**src/rtl/dvp_pkg.sv**
```systemverilog
// Shared types and constants for the synthetic DVP pattern source:
// FSM states, pattern mode codes and the eight colour-bar values.
package dvp_pkg;

   typedef enum logic [2:0] {
      IDLE   = 3'd0,
      VSYNC  = 3'd1,
      VBACK  = 3'd2,
      ACTIVE = 3'd3,
      VFRONT = 3'd4
   } state_t;

   localparam logic [1:0] MODE_BARS    = 2'd0;
   localparam logic [1:0] MODE_GREY    = 2'd1;
   localparam logic [1:0] MODE_CHECKER = 2'd2;
   localparam logic [1:0] MODE_SOLID   = 2'd3;

   localparam logic [15:0] BAR_WHITE   = 16'hFFFF;
   localparam logic [15:0] BAR_YELLOW  = 16'hFFE0;
   localparam logic [15:0] BAR_CYAN    = 16'h07FF;
   localparam logic [15:0] BAR_GREEN   = 16'h07E0;
   localparam logic [15:0] BAR_MAGENTA = 16'hF81F;
   localparam logic [15:0] BAR_RED     = 16'hF800;
   localparam logic [15:0] BAR_BLUE    = 16'h001F;
   localparam logic [15:0] BAR_BLACK   = 16'h0000;

   function automatic logic [15:0] bar_color(input logic [2:0] idx);
      case (idx)
         3'd0:    return BAR_WHITE;
         3'd1:    return BAR_YELLOW;
         3'd2:    return BAR_CYAN;
         3'd3:    return BAR_GREEN;
         3'd4:    return BAR_MAGENTA;
         3'd5:    return BAR_RED;
         3'd6:    return BAR_BLUE;
         default: return BAR_BLACK;
      endcase
   endfunction

   // Counter width for values 0..count-1, never narrower than min_w.
   function automatic int width_of(input int count, input int min_w);
      int w;
      w = $clog2(count);
      return (w < min_w) ? min_w : w;
   endfunction

   function automatic int max4(input int a, input int b, input int c, input int d);
      int m;
      m = a;
      if (b > m) m = b;
      if (c > m) m = c;
      if (d > m) m = d;
      return m;
   endfunction

endpackage

```
**src/rtl/dvp_pattern_gen.sv**
```systemverilog
// Combinational test-pattern generator: maps pixel coordinate, mode and
// solid colour to one RGB565 pixel value.
module dvp_pattern_gen
   import dvp_pkg::*;
#(
   parameter int H_ACTIVE = 160,
   parameter int XW       = 8,
   parameter int YW       = 7
) (
   input  logic [XW-1:0] x,
   input  logic [YW-1:0] y,
   input  logic [1:0]    mode,
   input  logic [15:0]   solid_color,
   output logic [15:0]   pixel
);

   localparam int BAR_W = H_ACTIVE / 8;

   logic [6:0]  past_edge;
   logic [2:0]  bar_idx;
   logic [7:0]  x8;
   logic        checker_dark;

   // Thermometer code of the bar boundaries the pixel has crossed.
   for (genvar gi = 0; gi < 7; gi++) begin : g_bar_edge
      assign past_edge[gi] = (32'(x) >= 32'((gi + 1) * BAR_W));
   end

   always_comb begin
      bar_idx = 3'd0;
      for (int i = 0; i < 7; i++) begin
         if (past_edge[i]) bar_idx = 3'(i + 1);
      end
   end

   assign x8           = x[7:0];
   assign checker_dark = ((((32'(x) >> 3) ^ (32'(y) >> 3)) & 32'd1) != 32'd0);

   always_comb begin
      case (mode)
         MODE_BARS:    pixel = bar_color(bar_idx);
         MODE_GREY:    pixel = {x8[7:3], x8[7:2], x8[7:3]};
         MODE_CHECKER: pixel = checker_dark ? 16'h0000 : 16'hFFFF;
         default:      pixel = solid_color;
      endcase
   end

endmodule

```
**src/rtl/dvp_pattern_source.sv**
```systemverilog
// Synthetic OV7670-style DVP transmitter (QQVGA RGB565, pclk = clk_25/2).
// Optional build macro DVP_SRC_FRAME_CNT_EN adds frame_count and stamps it on pixel (0,0).
module dvp_pattern_source
   import dvp_pkg::*;
#(
   parameter int H_ACTIVE        = 160,
   parameter int V_ACTIVE        = 120,
   parameter int BYTES_PER_PIXEL = 2,
   parameter int H_BLANK         = 64,
   parameter int VS_LINES        = 3,
   parameter int VBP_LINES       = 17,
   parameter int VFP_LINES       = 10
) (
   input  logic        clk_25,
   input  logic        reset,
   input  logic        enable,
   input  logic [1:0]  mode,
   input  logic [15:0] solid_color,
   output logic        pclk,
   output logic        v_sync,
   output logic        h_ref,
   output logic [7:0]  data_out,
   output logic        frame_done,
   output logic        busy
`ifdef DVP_SRC_FRAME_CNT_EN
   ,
   output logic [15:0] frame_count
`endif
);

   localparam int ACTIVE_SLOTS = H_ACTIVE * BYTES_PER_PIXEL;
   localparam int LINE_SLOTS   = ACTIVE_SLOTS + H_BLANK;
   localparam int MAX_LINES    = max4(VS_LINES, VBP_LINES, V_ACTIVE, VFP_LINES);
   localparam int SW           = width_of(LINE_SLOTS, 1);
   localparam int LW           = width_of(MAX_LINES, 1);
   localparam int XW           = width_of(H_ACTIVE, 8);
   localparam int YW           = width_of(V_ACTIVE, 4);

   localparam logic [SW-1:0] SLOT_LAST  = SW'(LINE_SLOTS - 1);
   localparam logic [SW-1:0] ACTIVE_END = SW'(ACTIVE_SLOTS);

   state_t          state_reg, state_next;
   logic [SW-1:0]   slot_reg, slot_next;
   logic [LW-1:0]   line_reg, line_next;
   logic [LW-1:0]   line_last;
   logic            pclk_reg;
   logic [1:0]      mode_reg;
   logic [15:0]     solid_reg;
   logic            v_sync_reg, h_ref_reg, frame_done_reg, busy_reg;
   logic [7:0]      data_reg;
   logic            v_sync_next, h_ref_next, busy_next;
   logic [7:0]      data_next;
   logic            adv, last_slot, last_line, frame_end, latch;
   logic [XW-1:0]   x_next;
   logic [YW-1:0]   y_next;
   logic [15:0]     pattern_pixel, pixel_sel;
`ifdef DVP_SRC_FRAME_CNT_EN
   logic [15:0]     frame_cnt_reg;
`endif

   // Timing advances once per slot, on the edge where pclk falls; in IDLE the
   // first slot starts on the edge that sees enable.
   assign adv       = (state_reg == IDLE) ? enable : pclk_reg;
   assign last_slot = (slot_reg == SLOT_LAST);
   assign last_line = (line_reg == line_last);
   assign frame_end = pclk_reg && (state_reg == VFRONT) && last_slot && last_line;
   assign latch     = enable && ((state_reg == IDLE) || frame_end);

   always_comb begin
      case (state_reg)
         VSYNC:   line_last = LW'(VS_LINES - 1);
         VBACK:   line_last = LW'(VBP_LINES - 1);
         ACTIVE:  line_last = LW'(V_ACTIVE - 1);
         default: line_last = LW'(VFP_LINES - 1);
      endcase
   end

   always_comb begin
      state_next = state_reg;
      slot_next  = slot_reg;
      line_next  = line_reg;
      if (adv) begin
         if (state_reg == IDLE) begin
            state_next = VSYNC;
            slot_next  = '0;
            line_next  = '0;
         end else begin
            slot_next = last_slot ? '0 : slot_reg + 1'b1;
            if (last_slot) begin
               if (last_line) begin
                  line_next = '0;
                  case (state_reg)
                     VSYNC:   state_next = VBACK;
                     VBACK:   state_next = ACTIVE;
                     ACTIVE:  state_next = VFRONT;
                     default: state_next = enable ? VSYNC : IDLE;
                  endcase
               end else begin
                  line_next = line_reg + 1'b1;
               end
            end
         end
      end
   end

   assign x_next = XW'(slot_next >> 1);
   assign y_next = YW'(line_next);

   dvp_pattern_gen #(
      .H_ACTIVE (H_ACTIVE),
      .XW       (XW),
      .YW       (YW)
   ) u_pattern_gen (
      .x           (x_next),
      .y           (y_next),
      .mode        (mode_reg),
      .solid_color (solid_reg),
      .pixel       (pattern_pixel)
   );

   // Outputs are computed for the slot about to start and registered on adv.
   always_comb begin
      pixel_sel = pattern_pixel;
`ifdef DVP_SRC_FRAME_CNT_EN
      if ((x_next == '0) && (y_next == '0)) pixel_sel = frame_cnt_reg;
`endif
      v_sync_next = (state_next == VSYNC);
      h_ref_next  = (state_next == ACTIVE) && (slot_next < ACTIVE_END);
      busy_next   = (state_next != IDLE);
      data_next   = 8'h00;
      if (h_ref_next) data_next = slot_next[0] ? pixel_sel[7:0] : pixel_sel[15:8];
   end

   always_ff @(posedge clk_25) begin
      if (reset) begin
         state_reg <= IDLE;
         slot_reg  <= '0;
         line_reg  <= '0;
         pclk_reg  <= 1'b0;
         mode_reg  <= 2'd0;
         solid_reg <= 16'h0000;
      end else begin
         state_reg <= state_next;
         slot_reg  <= slot_next;
         line_reg  <= line_next;
         pclk_reg  <= (state_reg == IDLE) ? 1'b0 : ~pclk_reg;
         if (latch) begin
            mode_reg  <= mode;
            solid_reg <= solid_color;
         end
      end
   end

   always_ff @(posedge clk_25) begin
      if (reset) begin
         v_sync_reg     <= 1'b0;
         h_ref_reg      <= 1'b0;
         data_reg       <= 8'h00;
         busy_reg       <= 1'b0;
         frame_done_reg <= 1'b0;
      end else begin
         frame_done_reg <= frame_end;
         if (adv) begin
            v_sync_reg <= v_sync_next;
            h_ref_reg  <= h_ref_next;
            data_reg   <= data_next;
            busy_reg   <= busy_next;
         end
      end
   end

`ifdef DVP_SRC_FRAME_CNT_EN
   always_ff @(posedge clk_25) begin
      if (reset) begin
         frame_cnt_reg <= 16'h0000;
      end else if (frame_end) begin
         frame_cnt_reg <= frame_cnt_reg + 16'd1;
      end
   end

   assign frame_count = frame_cnt_reg;
`endif

   assign pclk       = pclk_reg;
   assign v_sync     = v_sync_reg;
   assign h_ref      = h_ref_reg;
   assign data_out   = data_reg;
   assign frame_done = frame_done_reg;
   assign busy       = busy_reg;

endmodule
```
**config.mk**
```make
export PLATFORM = sky130hd
export DESIGN_NAME = dvp_pattern_source
export DESIGN_NICKNAME = d
export VERILOG_FILES = /design/src/rtl/dvp_pkg.sv /design/src/rtl/dvp_pattern_gen.sv /design/src/rtl/dvp_pattern_source.sv
export SDC_FILE = /design/constraint.sdc
export NUM_CORES = 1
export LEC_CHECK = 0
export CAP_MARGIN = 20
export CELL_PAD_IN_SITES_DETAIL_PLACEMENT = 1
export CELL_PAD_IN_SITES_GLOBAL_PLACEMENT = 2
export CORE_ASPECT_RATIO = 0.9
export CORE_MARGIN = 3
export CORE_UTILIZATION = 37
export CTS_BUF_LIST = sky130_fd_sc_hd__clkbuf_16
export CTS_CLUSTER_DIAMETER = 60
export DETAILED_ROUTE_END_ITERATION = 6
export GPL_TIMING_DRIVEN = 0
export PLACE_DENSITY_LB_ADDON = 0.05
export SYNTH_ARGS = -nofsm -noshare
export SYNTH_HDL_FRONTEND = slang
export SYNTH_SLANG_ARGS = --single-unit
```
**constraint.sdc**
```tcl
create_clock -name clk_25 -period 5.4 [get_ports clk_25]
set_input_delay 1.35 -clock clk_25 [delete_from_list [all_inputs] [get_ports clk_25]]
set_output_delay 1.35 -clock clk_25 [all_outputs]
set_load 0.02 [all_outputs]
```
==> metrics.md <==
| Metric | Value |
|---|---|
| Result of the run | completed |
| Final min period | 4.231 ns |
| Seq. cell area | 1001 µm² |
| Critical Path Start Type | input port |
| Fill count | 1022 |
| Core Footprint | 8223 µm² |
| Net load switching power | 0.2675 mW |
| Asr flop ratio synth | 0% |
| Pin count of the biggest net entering global routing | 17 |
| All-Layer GR Usage | 21.90% |
| RSZ-0062 raised after global routing | no |
| Post-CTS Hold Buffers | 0 |
| P_leak | 1.308 nW |
| Pwr Density | 233.6 nW/µm² |
| Measured slew at the worst slew-check pin | 0.9907 ns |
| Post-DR vias/cell | 5.739 |
| Root Buffer Master | clkbuf_16 |
| Final net count | 454 |
| Mapped Area | 3202 µm² |
| DRT Pass-1 Iters | 4 |
| Post-synth EDFFs | 0 |
| Final setup viols | 0 |
| Critical Path Fanout Max | 7 |
| Met1 usage | 31.32% |
| Row count | 31 |
| Seq/Total Area, Yosys | 31.26% |
| Worst relative slew slack | 33.96% |
| Max-cap violations | 0 |
| Starting Density | 38.94% |
| CTS tree | built |
| YS warnings | 0 |
| Post_cts resized | 0 |
| Tot Pwr | 0.8906 mW |
| Largest register FFs | 16 |
| Synth top area cells | dfxtp_1, mux2i_1, nor2_1 |
| Global routing usage on met3 | 3.093% |
| Via count | 3139 |
| Grt total ovfl | 0 |
| CTS Buf Count | 5 |
| Vias in the first global route | 3079 |
| Final Skew | 0.005184 ns |
| Initial antenna violation count | 0 |
| Post-synthesis cell count | 392 |
| Syn Nets | 415 |
| Post-synth top area cell | dfxtp_1 |
| Commonest cells post-synth | nor2_1, dfxtp_1, nand2_1 |
| Post-CTS Setup Inserts | 0 |
| Wirelength, routed | 10450 µm |
| WP data arrival | 4.39 ns |
| Power share of the sequential group | 44.9% |
| Yosys top cell area share | 31.26% |
| Final hold slack | 0.4610 ns |
| First-pass GRT wire length | 17000 µm |
| PortBufs | 32 |
| Crit Path Category | input port to flip-flop |
| Synth Register Bits | 50 |
| Sum Neg Setup Slack | 0 ns |
| DP Wirelength | 7815 µm |
| Met2 Usage GRT | 35.17% |
| Crit. End Element | flip-flop |
| Ys flop type | dfxtp_1 |
| Hold path cells | 2 |
| Hold WC Path Type | flip-flop to flip-flop |
| Busiest grt layer | met2 |
| First-iteration detailed-routing DRC count | 128 |
| Final Hold Viols | 0 |
| H-tree depth | 2 |
| Int Power | 0.6231 mW |
| Clock power frac | 36.1% |
| Worst skew pair latency | 0.29 ns |
| Die area | 9807 µm² |
| Clock tree sinks | 50 |
| Ports | 34 |
| Routability congestion estimate | 0.8628 |
| Final std cells w/o fill | 547 |
| Fmax achieved | 236.4 MHz |
| Placed cell count | 539 |
| Wire per inst | 19.10 µm |
| R2R cell count | 10 |
| Area grow syn2layout | 19.07% |
| Fraction of layout cells with a size suffix above 1 | 11.57% |
| N_diodes | 0 |
| DRC | 0 |
| Syn Area/Cell | 8.168 µm² |
| CP required | 5.56 ns |
| Clk slew on worst S/H paths | 0.07 ns |
| Multi-input gate area | 2023 µm² |
| Count leader, synth | nor2_1 |
| Comb pwr share | 19.0% |
| Distinct cells, synth | 84 |
| Die width | 104.1 µm |
| Die Y | 94.25 µm |
| Max Slew Vio Count | 0 |
| Worst VDD drop | 0.0001311 V |
| Fin crit share | 78.35% |
| Post-route antenna net violation count | 0 |
| Net Sw Frac | 30.04% |
| Clk buf depth | 2 |
## power groups by stage
stage               clock (mW)  sequential (mW)  combinational [mW]
floorplan                    0            0.406               0.107
global placement             0            0.408               0.166
detailed placement           0            0.408               0.169
CTS                      0.333            0.400               0.169
global route             0.348            0.402               0.186
finish                   0.321            0.400               0.169
## per-layer routing
metal / routed length, µm / part of all wire [%] / vias to the layer above
met4: 95 / 0.91 / 0
li1: - / - / 1523
met5: 0 / 0 / -
met1: 5286 / 51 / 1553
met3: 373 / 3.6 / 6
met2: 4693 / 45 / 57
## kinds of logic after synthesis
family / share of synthesized area (%)
compound gates: 26.22
fa+ha+maj: 1.094
mux: 6.604
simple gates: 26.85
xor+xnor: 2.423
buf+inv: 5.549
flops: 31.26
## final timing paths
path / start / slack, ns / to
setup / recovery: enable / 1.17 / data_out[2]
hold reg to reg: h_ref / 0.46 / h_ref
hold / removal: h_ref / 0.46 / h_ref
setup reg to reg: slot_reg[0] / 1.89 / data_out[2]
## area by class of cell
type	instances	share of cell area, %
Buffer	26	3.676
Multi-Input combinational cell	306	53.07
Clock inverter	3	0.5579
Timing Repair Buffer	32	8.402
Tap cell	115	3.774
Sequential cell	50	26.26
Inverter	10	0.9846
Clock buffer	5	3.282
## worst max-delay path, stage by stage
cell	delay, ns
clkdlybuf4s50_1	0.61
nor4b_2	0.49
nor2_1	0.24
nor4b_1	0.39
xnor2_1	0.23
nand3_1	0.17
a2111oi_4	0.44
o21ai_1	0.15
a31oi_1	0.23
o31ai_2	0.08
## placed cells by master, fill, tap and decap left out, types with 9 or more instances in the layout
| master | count |
|---|---|
| a21oi_1 | 26 |
| a31oi_1 | 12 |
| clkbuf_1 | 13 |
| clkdlybuf4s50_1 | 32 |
| dfxtp_1 | 50 |
| inv_1 | 9 |
| mux2i_1 | 20 |
| nand2_1 | 30 |
| nand3_1 | 15 |
| nor2_1 | 53 |
| nor3_1 | 13 |
| o21ai_0 | 16 |
## through the flow
stage | util [%] | setup WS (ns) | area [µm²]
floorplan | - | 2.094 | 3202
global placement | 44.58 | 0.8987 | 3666
detailed placement | 44.58 | 0.8608 | 3666
CTS | 46.36 | 1.181 | 3812
global route | 46.36 | 0.8668 | 3812
finish | 46.36 | 1.169 | 3812
(Power assumes the default switching activity.)
